==> src/rtl/crc_frame_tx.sv <==
// Framing transmitter: accepts a payload, computes its CRC one bit per clock (MSB first),
// then holds {data, crc, parity} on the output until the downstream handshake.
module crc_frame_tx #(
  parameter int unsigned DATA_W    = 11,
  parameter int unsigned CRC_W     = 4,
  parameter logic [CRC_W-1:0] POLY = 4'b0011,
  parameter logic [CRC_W-1:0] INIT = 4'b0000,
  parameter int unsigned PARITY_EN = 1,
  parameter int unsigned CNT_W     = 8,
  localparam int unsigned FRAME_W  = DATA_W + CRC_W + PARITY_EN
) (
  input  logic               clk,
  input  logic               reset,
  input  logic [DATA_W-1:0]  in_data,
  input  logic               in_valid,
  output logic               in_ready,
  output logic [FRAME_W-1:0] frame_out,
  output logic               out_valid,
  input  logic               out_ready,
  output logic               busy,
  output logic [CNT_W-1:0]   frame_cnt
);

  localparam int unsigned BIT_W = (DATA_W > 1) ? $clog2(DATA_W) : 1;
  localparam logic [BIT_W-1:0] BIT_LAST = BIT_W'(DATA_W - 1);

  typedef enum logic [1:0] {IDLE, CALC, DONE} state_t;

  state_t               state_q;
  logic [DATA_W-1:0]    shift_q, shift_d;
  logic [CRC_W-1:0]     crc_q, crc_d;
  logic [BIT_W-1:0]     bit_q;
  logic [FRAME_W-1:0]   frame_q, frame_d;
  logic                 out_valid_q;
  logic [CNT_W-1:0]     cnt_q;

  // The shift register rotates rather than shifts, so after DATA_W steps it holds
  // the original payload again and no separate data copy is needed.
  always_comb begin
    crc_d   = {crc_q[CRC_W-2:0], 1'b0} ^ ((crc_q[CRC_W-1] ^ shift_q[DATA_W-1]) ? POLY : '0);
    shift_d = (shift_q << 1) | (shift_q >> (DATA_W - 1));
  end

  generate
    if (PARITY_EN != 0) begin : g_par
      always_comb frame_d = {shift_d, crc_d, ^{shift_d, crc_d}};
    end else begin : g_nopar
      always_comb frame_d = {shift_d, crc_d};
    end
  endgenerate

  always_ff @(posedge clk or posedge reset) begin
    if (reset) begin
      state_q     <= IDLE;
      shift_q     <= '0;
      crc_q       <= '0;
      bit_q       <= '0;
      frame_q     <= '0;
      out_valid_q <= 1'b0;
      cnt_q       <= '0;
    end else begin
      case (state_q)
        IDLE: begin
          if (in_valid) begin
            shift_q <= in_data;
            crc_q   <= INIT;
            bit_q   <= '0;
            state_q <= CALC;
          end
        end
        CALC: begin
          shift_q <= shift_d;
          crc_q   <= crc_d;
          bit_q   <= bit_q + BIT_W'(1);
          if (bit_q == BIT_LAST) begin
            frame_q     <= frame_d;
            out_valid_q <= 1'b1;
            state_q     <= DONE;
          end
        end
        DONE: begin
          if (out_ready) begin
            out_valid_q <= 1'b0;
            cnt_q       <= cnt_q + CNT_W'(1);
            state_q     <= IDLE;
          end
        end
        default: state_q <= IDLE;
      endcase
    end
  end

  assign in_ready  = (state_q == IDLE);
  assign busy      = !in_ready;
  assign frame_out = frame_q;
  assign out_valid = out_valid_q;
  assign frame_cnt = cnt_q;

endmodule

==> config.mk <==
export PLATFORM = sky130hd
export DESIGN_NAME = crc_frame_tx
export DESIGN_NICKNAME = d
export VERILOG_FILES = /design/src/rtl/crc_frame_tx.sv
export SDC_FILE = /design/constraint.sdc
export NUM_CORES = 1
export LEC_CHECK = 0
export BUFFER_PORTS_ARGS = -buffer_cell sky130_fd_sc_hd__buf_2
export CORE_AREA = 2 2 65 67
export CTS_BUF_LIST = sky130_fd_sc_hd__clkbuf_4 sky130_fd_sc_hd__clkbuf_8
export DETAILED_ROUTE_END_ITERATION = 10
export DIE_AREA = 0 0 67 69
export PLACE_DENSITY = 0.75
export REMOVE_ABC_BUFFERS = 1
export SYNTH_ARGS = -nofsm -noshare
export SYNTH_HDL_FRONTEND = slang
export SYNTH_SLANG_ARGS = --single-unit
==> constraint.sdc <==
create_clock -name clk -period 2.1 [get_ports clk]
set_input_delay 0.21 -clock clk [delete_from_list [all_inputs] [get_ports clk]]
set_output_delay 0.21 -clock clk [all_outputs]
set_load 0.02 [all_outputs]
### Yosys cells after proc, flatten, opt, wreduce, memory -nomap -nowiden

Index checks and enable logic that the tools add are counted.
W data, S select, Z words.

* register bits after elaboration: 46
* word-level logic and storage cells: 41

* $add $sub $neg: 2
* equality and inequality tests: 6
* multiplexer cells: 13
* bitwise operators: 3
* reductions and logical operators: 10

Operators by type and width (count)
* $pmux W11 S2: 1
* $pmux W4 S2: 2
* $reduce_xor A15 Y1: 1
* $mux W11: 1
* $or A11 B1 Y11: 1
* $add A8 B1 Y8 const B: 1
* $mux W2: 4
* $ne A2 B2 Y1 const B: 3
* $pmux W2 S3: 1
* $reduce_and A2 Y1: 3
* $reduce_and A3 Y1: 2
* $add A4 B1 Y4 const B: 1
* $eq A4 B4 Y1 const B: 1
* $mux W4: 1
* $reduce_bool A2 Y1: 2
* $xor A4 B2 Y4: 1
* $eq A2 B1 Y1 const B: 1
* $eq A2 B2 Y1 const B: 1
* $logic_not A2 Y1: 1
* $mux W1: 2
* $pmux W1 S2: 1
* $logic_not A1 Y1: 1
* $xor A1 B1 Y1: 1

### Depth between registers and ports, before layout

* depth after elaboration: 4
* depth in mapped cells: 7
* gate-level depth less buffers: 6

### Worst setup path after synthesis

Ideal clock, no wire load.

* kind: register to register
* start point: register bit_q[0]
* end point: register frame_q[10], in the netlist frame_out[10]
* library setup time: 125 ps
* arrival: 1388 ps
* setup slack: 587 ps
* stages on the path, launching flop included: 7
* cell sequence: dfrtp_1 inv_1 ha_1 and3b_1 and2_1 buf_2 mux2_2

* word-level cells in the longest chain between the ends: 2

Ends and longest elaborated chain
* start, declared: line 32 `logic [BIT_W-1:0] bit_q;`
* start signal, assigned: line 74 `bit_q <= bit_q + BIT_W'(1);`
* $eq A4 B4 Y1: line 75 `if (bit_q == BIT_LAST) begin`
* $reduce_and A2 Y1 (no source line)
* end signal, assigned: line 76 `frame_q <= frame_d;`
* end, declared: line 33 `logic [FRAME_W-1:0] frame_q, frame_d;`

No other way between the ends.
A chain may end at the register's enable or synchronous reset.

### Worst setup path in the final report

* start point: register state_q[1]
* end point: output in_ready

* word-level cells in the longest chain between the ends: 1

Ends and longest elaborated chain
* start, declared: line 29 `state_t state_q;`
* start signal, assigned: line 54 `state_q <= IDLE;`
* start signal, assigned: line 68 `state_q <= CALC;`
* start signal, assigned: line 78 `state_q <= DONE;`
* $logic_not A2 Y1: line 93 `assign in_ready = (state_q == IDLE);`
* end, declared: line 16 `output logic in_ready,`

No other way between the ends.

==> impl_metrics.py <==
metrics = {
    "grt": {
        "use_met2": 0.2728,
        "gr-total-overflow": 0,
        "grt.busiest_layer": "met1",
        "grt_pass1_wl_um": 6865,
        "grt_max_degree": 41,
        "grt_usage": 0.1956,
        "antenna_found_initial": 0,
        "grt.met1_usage": 0.2814,
        "grt_pass1_vias": 1462,
        "grt_use_met3": 0.05383,
    },
    "worst_setup_path": {
        "critPathMaxStageDelay_ns": 0.52,
        "ff2ff_setup_slack_ns": 0.43,
        "r2r-end": "frame_out[11]$_DFFE_PP0P_",
        "slowest_stage": "dfrtp_1",
        "arrival_ns": 1.54,
        "crit_end": "in_ready",
        "critPathRequiredTime_ns": 1.89,
        "r2r_cells": 4,
        "cp-start-kind": "flop",
        "worstSetupEndpointType": "primary output",
        "rr_startpoint": "state_q[1]$_DFFE_PP0P_",
        "crit_fanout": 12,
        "crit_start": "state_q[1]$_DFFE_PP0P_",
        "crit_type": "reg2out",
        "worstPathCellList": "buf_4 -> or2_2 -> inv_1 -> buf_2",
    },
    "yosys": {
        "ys_seq_area_frac": 0.5473,
        "ys.flop_type": "dfrtp_1",
        "synth_cells": 184,
        "netlist_area_mm2": 0.002103,
        "syn_area_per_cell_um2": 11.43,
        "synth_seq_cells": 46,
        "ys_types": 28,
        "async_reset_ff_frac": 1.000,
        "synth_edf_count": 0,
        "synth_warnings": 0,
    },
    "timing": {
        "fin_crit_sh": 0.8351,
        "rsz0062_at_grt": "no",
        "hold_viol": 0,
        "whs_ns": 0.05880,
        "tightest_slew_ns": 0.7943,
        "fmax_mhz": 570.2,
        "fin_ws_ns": 0.3463,
        "relSlewSlack": 0.4697,
        "slew_violations": 0,
        "tns_ns": 0,
        "setup_violations": 0,
        "period_needed_ns": 1.754,
        "clock_skew_ns": 0.006448,
    },
    "route": {
        "vias_per_cell": 5.283,
        "wl_um": 3991,
        "drt_iter0_drc": 76,
        "drt_pass1_iterations": 4,
        "avgRoutedWirePerCell_um": 14.30,
        "vias": 1474,
        "drc_errors": 0,
        "postRouteAntennaNets": 0,
    },
    "die": {
        "rows": 23,
        "dieArea_mm2": 0.004623,
        "coreArea_mm2": 0.003914,
        "start_util": 0.5374,
        "io_pins": 42,
        "die_h_um": 69,
        "die-width_um": 67,
    },
    "place": {
        "routabilityCongestion": 0.7784,
        "port-buffer-count": 41,
        "dp.final_hpwl_um": 2832,
        "post-place-ws_ns": 0.4404,
    },
    "clocking": {
        "cts-resized-gates": 0,
        "clock_path_buffers": 2,
        "cts_setup_buffers": 0,
        "numCtsBuffers": 5,
        "cts_root_buf": "clkbuf_8",
        "clk_latency_ns": 0.30,
        "hold_buffers": 0,
        "cts_tree": "yes",
        "clkTransAtPathRegs_ns": 0.08,
        "clock-sinks": 46,
        "htreeDepth": 2,
    },
    "power_and_ir_drop": {
        "power.internal_mw": 2.563,
        "p_sw_mw": 1.442,
        "power.leakage_nw": 1.289,
        "power_density_mw_per_mm2": 1604,
        "finalPower_mw": 4.004,
        "netSwitchingFraction": 0.3600,
        "pwr-share-clk": 0.165,
        "p_comb_frac": 0.449,
        "seqPwrFrac": 0.386,
        "ir_worst_vdd_uv": 701.9,
    },
    "cells_and_area": {
        "drive_gt1_frac": 0.3188,
        "fin_util": 0.6378,
        "area_growth_pct": 18.68,
        "fill_cells": 340,
        "layout.nets": 247,
        "antennaDiodeCount": 0,
    },
    "run": {
        "maxCapViolations": 0,
    },
    "worst_hold_path": {
        "min_path_type": "in2async",
    },
    "status": {
        "outcome": "finished clean",
    },
}
-- synthesized netlist by cell type, drive strengths merged (4+ instances only) --
| master | instances | area share |
|---|---|---|
| dfrtp | 46 | 0.55 |
| mux2 | 15 | 0.080 |
| nand2 | 15 | 0.027 |
| o21ai | 15 | 0.036 |
| a21oi | 14 | 0.033 |
| xnor2 | 14 | 0.058 |
| and3b | 12 | 0.050 |
| clkbuf | 7 | 0.012 |
| nand3 | 6 | 0.014 |
| nor2 | 6 | 0.011 |
| inv | 5 | 0.0089 |
| a22o | 4 | 0.017 |
| xor2 | 4 | 0.017 |
-- cell type report --
type	count	area [um2]	share of cell area
Clock buffer	6	82.58	0.03308
Clock inverter	1	30.03	0.01203
Inverter	5	18.77	0.007519
Multi-Input combinational cell	123	893.4	0.3579
Sequential cell	46	1151	0.4612
Tap cell	50	62.56	0.02506
Timing Repair Buffer	48	257.7	0.1033
-- cell families after synthesis --
family / Yosys count / share of synthesized area
adders and majority gates: 3 / 0.01785
xor gates and xnor gates: 20 / 0.09637
and+or+nand+nor: 48 / 0.1291
AOI/OAI and AO/OA: 36 / 0.09637
muxes: 16 / 0.08507
buffers and inverters: 15 / 0.02796
DFF: 46 / 0.5473
-- stage by stage --
stage / std cells / area, um2
after detailed placement: 272 / 2384
final: 279 / 2496
after floorplan: 174 / 2063
after global placement: 272 / 2384
after CTS: 279 / 2496
after global routing: 279 / 2496
-- routing by layer --
| metal | wire [um] | part of all wire |
|---|---|---|
| met4 | 69 | 0.017 |
| met3 | 169 | 0.042 |
| met1 | 1885 | 0.47 |
| met2 | 1866 | 0.47 |
| met5 | 0 | 0 |
-- worst max-delay path: cells and delay by family, from the launching register on --
| kind | cells | cell delay (ns) |
|---|---|---|
| buffers and inverters | 3 | 0.43 |
| and+or+nand+nor | 1 | 0.30 |
| DFF | 1 | 0.52 |
-- state kept, by name, summed over array words and instances, names as in the netlist --
register / flops
frame_cnt: 8
shift_q: 11
out_valid: 1
crc_q: 4
state_q: 2
frame_out: 16
bit_q: 4
-- power groups by stage --
stage / logic, mW / registers, mW / clock network (mW)
floorplan: 1.11 / 1.74 / 0
global placement: 1.75 / 1.55 / 0
detailed placement: 1.81 / 1.57 / 0
CTS: 1.81 / 1.55 / 0.676
global route: 1.96 / 1.61 / 0.716
finish: 1.80 / 1.55 / 0.659
-- worst min path at each step --
stage,from,endpoint,cells after the start
final,reset,frame_cnt[5]$_DFFE_PP0P_,2
after global routing,reset,frame_cnt[4]$_DFFE_PP0P_,2
after floorplan,crc_q[3]$_DFFE_PP0P_,crc_q[3]$_DFFE_PP0P_,1
after detailed placement,reset,frame_cnt[5]$_DFFE_PP0P_,2
after CTS,reset,frame_cnt[5]$_DFFE_PP0P_,2
after global placement,reset,frame_cnt[7]$_DFFE_PP0P_,2
-- layout by cell type (no fill, tap or decap), types with 2 or more instances in the layout --
cell      synthesis  layout
a21o_1            2       2
clkbuf_8          0       6
buf_4             0       7
a21oi_1          14      14
o21ai_0          15      15
xor2_1            4       4
nor2_1            6       6
nand3_1           6       6
and3b_1          12      12
buf_2             2      41
dfrtp_1          46      46
a22o_1            4       4
xnor2_1          14      14
inv_1             5       4
mux2_2           15      15
ha_1              3       3
nand2_1          15      15
or2_2             2       2
xnor3_1           2       2
Note: power is estimated with default switching activity, not from simulation.
